`src/rtl/mmio_uart_tx.sv`:
```
// Memory-mapped 8N1 UART transmitter: CPU stores to the data address are queued in a FIFO
// and shifted out LSB first on tx; a status word is readable at the status address.
module mmio_uart_tx #(
  parameter logic [31:0] ADDR_DATA  = 32'h0000_00F0,
  parameter logic [31:0] ADDR_STAT  = 32'h0000_00F4,
  parameter int unsigned CLK_DIV    = 16,
  parameter int unsigned FIFO_DEPTH = 8
) (
  input  logic        clk,
  input  logic        rst,
  input  logic        memwrite,
  input  logic [31:0] dataadr,
  input  logic [31:0] writedata,
  output logic        hit,
  output logic [31:0] rdata,
  output logic        tx,
  output logic        busy,
  output logic        overflow
);

  localparam int unsigned PW = $clog2(FIFO_DEPTH);
  localparam int unsigned CW = PW + 1;
  localparam logic [15:0]   DIV_LAST = 16'(CLK_DIV - 1);
  localparam logic [CW-1:0] DEPTH_C  = CW'(FIFO_DEPTH);

  typedef enum logic [1:0] {
    S_IDLE  = 2'd0,
    S_START = 2'd1,
    S_DATA  = 2'd2,
    S_STOP  = 2'd3
  } state_e;

  state_e        state_q, state_d;
  logic [15:0]   div_q, div_d;
  logic [2:0]    bit_q, bit_d;
  logic [7:0]    shift_q, shift_d;
  logic          tx_q, tx_d;
  logic          overflow_q, overflow_d;
  logic [PW-1:0] head_q, head_d;
  logic [PW-1:0] tail_q, tail_d;
  logic [CW-1:0] count_q, count_d;
  logic [7:0]    mem_q [FIFO_DEPTH];
  logic [7:0]    mem_d [FIFO_DEPTH];

  logic push_req, clr_req, full, empty, div_end, pop, push_ok, ovf_set;
  logic [4:0] count5;
  logic unused_wdata;

  assign unused_wdata = ^writedata[31:8];

  assign push_req = memwrite && (dataadr == ADDR_DATA);
  assign clr_req  = memwrite && (dataadr == ADDR_STAT);
  assign full     = (count_q == DEPTH_C);
  assign empty    = (count_q == '0);
  assign div_end  = (div_q == DIV_LAST);

  // Head is consumed either from idle or at the very end of a stop bit (back-to-back frames).
  assign pop      = !empty && ((state_q == S_IDLE) || ((state_q == S_STOP) && div_end));
  assign push_ok  = push_req && (!full || pop);
  assign ovf_set  = push_req && full && !pop;

  always_comb begin
    head_d  = head_q + PW'(pop);
    tail_d  = tail_q + PW'(push_ok);
    count_d = count_q + CW'(push_ok) - CW'(pop);
    mem_d   = mem_q;
    if (push_ok) begin
      mem_d[tail_q] = writedata[7:0];
    end
    overflow_d = overflow_q;
    if (clr_req) begin
      overflow_d = 1'b0;
    end
    if (ovf_set) begin
      overflow_d = 1'b1;
    end
  end

  always_comb begin
    state_d = state_q;
    div_d   = div_q;
    bit_d   = bit_q;
    shift_d = shift_q;
    tx_d    = tx_q;
    case (state_q)
      S_IDLE: begin
        tx_d = 1'b1;
        if (!empty) begin
          shift_d = mem_q[head_q];
          div_d   = '0;
          state_d = S_START;
          tx_d    = 1'b0;
        end
      end
      S_START: begin
        if (div_end) begin
          div_d   = '0;
          bit_d   = '0;
          state_d = S_DATA;
          tx_d    = shift_q[0];
        end else begin
          div_d = div_q + 16'd1;
        end
      end
      S_DATA: begin
        if (div_end) begin
          div_d = '0;
          if (bit_q == 3'd7) begin
            state_d = S_STOP;
            tx_d    = 1'b1;
          end else begin
            bit_d   = bit_q + 3'd1;
            shift_d = {1'b0, shift_q[7:1]};
            tx_d    = shift_q[1];
          end
        end else begin
          div_d = div_q + 16'd1;
        end
      end
      S_STOP: begin
        if (div_end) begin
          div_d = '0;
          if (!empty) begin
            shift_d = mem_q[head_q];
            state_d = S_START;
            tx_d    = 1'b0;
          end else begin
            state_d = S_IDLE;
            tx_d    = 1'b1;
          end
        end else begin
          div_d = div_q + 16'd1;
        end
      end
      default: begin
        state_d = S_IDLE;
        div_d   = '0;
        bit_d   = '0;
        tx_d    = 1'b1;
      end
    endcase
  end

  always_ff @(posedge clk or negedge rst) begin
    if (!rst) begin
      state_q    <= S_IDLE;
      div_q      <= '0;
      bit_q      <= '0;
      shift_q    <= '0;
      tx_q       <= 1'b1;
      overflow_q <= 1'b0;
      head_q     <= '0;
      tail_q     <= '0;
      count_q    <= '0;
    end else begin
      state_q    <= state_d;
      div_q      <= div_d;
      bit_q      <= bit_d;
      shift_q    <= shift_d;
      tx_q       <= tx_d;
      overflow_q <= overflow_d;
      head_q     <= head_d;
      tail_q     <= tail_d;
      count_q    <= count_d;
    end
  end

  // Storage needs no reset: count/pointers define what is valid.
  always_ff @(posedge clk) begin
    mem_q <= mem_d;
  end

  always_comb begin
    count5            = '0;
    count5[CW-1:0]    = count_q;
  end

  assign hit      = (dataadr == ADDR_DATA) || (dataadr == ADDR_STAT);
  assign rdata    = (dataadr == ADDR_STAT) ?
                    {23'd0, count5, overflow_q, empty, full, busy} : 32'd0;
  assign tx       = tx_q;
  assign busy     = (state_q != S_IDLE);
  assign overflow = overflow_q;

endmodule

```
`config.mk`:
```
export PLATFORM = sky130hd
export DESIGN_NAME = mmio_uart_tx
export DESIGN_NICKNAME = d
export VERILOG_FILES = /design/src/rtl/mmio_uart_tx.sv
export SDC_FILE = /design/constraint.sdc
export NUM_CORES = 1
export LEC_CHECK = 0
export CAP_MARGIN = 30
export CORE_UTILIZATION = 56
export CTS_BUF_LIST = sky130_fd_sc_hd__clkbuf_16
export CTS_CLUSTER_DIAMETER = 50
export CTS_CLUSTER_SIZE = 25
export DETAILED_ROUTE_END_ITERATION = 8
export PLACE_DENSITY = 0.85
export RECOVER_POWER = 100
export SLEW_MARGIN = 25
export SYNTH_ARGS = -nofsm -noshare
export SYNTH_HDL_FRONTEND = slang
export SYNTH_SLANG_ARGS = --single-unit
```
`constraint.sdc`:
```
create_clock -name clk -period 6 [get_ports clk]
set_input_delay 0.6 -clock clk [delete_from_list [all_inputs] [get_ports clk]]
set_output_delay 0.6 -clock clk [all_outputs]
set_load 0.01 [all_outputs]
```
==> metrics.csv <==
stage,metric,value,unit
outcome,outcome,"complete, but fails checks",
outcome,violated checks,"max-capacitance violations, max-slew violations",
drt,Vias,3303,
finish,layout cell share with drive strength beyond 1,0.113,
logic_synthesis,post-synthesis sequential area ratio,0.583,
sta,Max Fclk,230,MHz
finish,Layout Nets,531,
cts,CTS tree,built,
placement,RePlAce Congestion,0.846,
grt,GRT Total Usage,0.218,
floorplanning,Core Rows,34,
drt,Vias per Instance,5.92,
drt,DRT Wirelength,9730,microns
setup_path,Setup CP Type,primary input to output port,
setup_path,Reg2Reg Depth,11,
power_and_ir_drop,VDD IR-drop max,199,uV
logic_synthesis,async set-reset flop share out of synthesis,0.390,
logic_synthesis,number of synthesized flops with an enable pin,64,
floorplanning,core footprint,8720,sq um
logic_synthesis,"top cells by count, synth","edfxtp_1 (64), dfrtp_1 (40), nand2_1 (34)",
sta,relative slew slack,-0.478,
sta,Fin. Hold Viols,0,
cts,CTS Root Buffer Type,clkbuf_16,
setup_path,"critical path fanouts, max",7,
logic_synthesis,Netlist cell types,48,
drt,drt pass-1 iters,5,
logic_synthesis,largest area contributor in the netlist,edfxtp_1,
setup_path,Arrival @ worst endpoint,3.76,ns
sta,RSZ-0062 raised after global routing,no,
sta,"Slew Viols, Final",42,
logic_synthesis,most common cell in the netlist,edfxtp_1,
logic_synthesis,Ys Warns,0,
logic_synthesis,area share of the leading cell type in the synthesized netlist,0.380,
worst_hold_path,Worst Hold Class,flop to flop,
setup_path,endpoint class of the critical path,output port,
cts,PostCTS Resize Cnt,0,
logic_synthesis,mapped cell area,5060,sq um
cts,Setup Buffers After CTS,0,
cts,worst-skew pair later-pin latency,0.34,ns
sta,setup_tns,0,ns
grt,largest net degree at the start of global routing,42,
sta,Layout Skew,0.0102,ns
cts,hold_buf cts,0,
sta,Tmin final,4.36,ns
grt,vias in the first global route,3248,
worst_hold_path,hold depth,1,
sta,# setup viols final,0,
flow_run,number of max-cap violations,1,
floorplanning,Ports,103,
placement,IO Port Bufs,54,
sta,Tcrit/Tclk final,0.726,
drt,DRC viols,0,
floorplanning,Initial Util,0.580,
grt,first-pass GRT wire length,15900,microns
logic_synthesis,post-synthesis cell count,386,
grt,initial antenna violation count,0,
drt,drt initial violations,191,
grt,GR Overflow Total,0,
power_and_ir_drop,Leak Pwr,0.00228,uW
finish,number of diodes,0,
floorplanning,Die Area,9410,sq um
floorplanning,Vert. Die Dim,97.0,microns
logic_synthesis,Yosys reg bits,105,
logic_synthesis,"Avg Cell Area, Syn",13.1,sq um
cts,Num CTS Buffers,9,
placement,Detail Placement HPWL,6580,microns
finish,# fillers,588,
finish,"Area growth, synth to finish",17.0,%
logic_synthesis,ys flop type,edfxtp_1,
setup_path,type of origin of the critical path,primary input,
sta,pin slew with the least headroom to its limit,2.22,ns
floorplanning,width of the die,97.0,microns
cts,clock tree sinks,105,
cts,H-tree depth,3,
power_and_ir_drop,Pwr per Cell Area,242,nW/um^2
drt,WL per Instance,17.4,microns
logic_synthesis,top area cells in the synthesized netlist,"edfxtp_1 (38%), dfrtp_1 (20%), mux4_2 (7.1%)",
finish,"Core Util, Final",0.678,
drt,Routed Antenna Nets,0,
cts,Worst-path clk slew,0.07,ns
setup_path,CP Data Required Time,5.40,ns
cts,CTS max path bufs,2,
==> final timing paths <==
kind	start	slack [ns]	to
setup / recovery	dataadr[1]	1.64	rdata[1]
hold / removal	shift_q[2]	0.51	shift_q[2]
setup reg to reg	state_q[0]	2.48	count_q[2]
hold reg to reg	shift_q[2]	0.51	shift_q[2]
max in group asynchronous	rst	3.82	shift_q[4]
min in group asynchronous	rst	0.90	div_q[7]
==> layout by cell type, fill, tap and decap left out, drive strengths merged, types with 15 or more instances in the layout <==
cell type      synthesis  final
nor2                  17     17
dlygate4sd3            0     20
nand2                 34     34
mux4                  16     16
o21ai                 29     29
nor3                  15     15
clkbuf                 7     18
conb                   1     24
edfxtp                64     64
clkdlybuf4s50          0     33
inv                   16     19
dfrtp                 40     40
ha                    18     18
==> metal layers <==
| layer | up-vias | global-route usage | share of wire |
|---|---|---|---|
| met1 | 1618 | 0.276 | 0.40 |
| met3 | 21 | 0.0397 | 0.049 |
| li1 | 1525 | - | - |
| met5 | - | 0 | 0 |
| met2 | 139 | 0.374 | 0.53 |
| met4 | 0 | 0.0792 | 0.015 |
==> critical path, cell delays in order <==
cell,delay (ns)
dlygate4sd3_1,0.54
or4_2,0.65
nor4_1,0.88
nand2_1,0.31
nor2_1,0.16
dlygate4sd3_1,0.62
==> state kept, by name, summed over array words and instances (netlist names) <==
register and flops:
tx 1, shift_q 8, div_q 16, mem_q 64
count_q 4, tail_q 3, overflow 1, head_q 3
bit_q 3, state_q 2
==> final cells by class <==
| class | count | area (sq um) | area share |
|---|---|---|---|
| tap | 108 | 135 | 0.0228 |
| clock buffer | 9 | 225 | 0.0381 |
| sequential | 105 | 2950 | 0.499 |
| timing repair buffer | 63 | 592 | 0.100 |
| inverter | 16 | 60.1 | 0.0102 |
| clock inverter | 7 | 103 | 0.0173 |
| multi-input combinational | 250 | 1850 | 0.313 |
==> stage by stage <==
step | setup slack (ns) | instances | area (sq um) | total power, uW | hold WS (ns)
CTS | 2.42 | 558 | 5990 | 1440 | 0.420
floorplan | 2.87 | 409 | 5140 | 803 | 0.304
finish | 1.64 | 558 | 5920 | 1430 | 0.513
global route | 1.50 | 558 | 5920 | 1470 | 0.539
detailed placement | 2.37 | 542 | 5660 | 829 | 0.498
global placement | 2.49 | 541 | 5630 | 828 | 0.488
==> power breakdown <==
part           internal, uW  total [uW]  switching [uW]
combinational          22.9        44.1            21.2
clock                   339         620             282
sequential              767         767       0.0000827
==> logic make-up (layout without fill, tap and decap cells) <==
logic type | after synthesis | count (layout) | synth area share
XOR/XNOR | 6 | 6 | 0.0104
AO/OA/AOI/OAI | 56 | 56 | 0.0727
buffers and inverters | 54 | 95 | 0.0594
flip-flops | 105 | 105 | 0.583
adder cells (fa/ha/maj) | 19 | 19 | 0.0485
AND/OR/NAND/NOR | 110 | 110 | 0.114
multiplexers | 35 | 35 | 0.111
other | 1 | 24 | 0.000741
No activity file was read; power rests on OpenSTA's default activity.
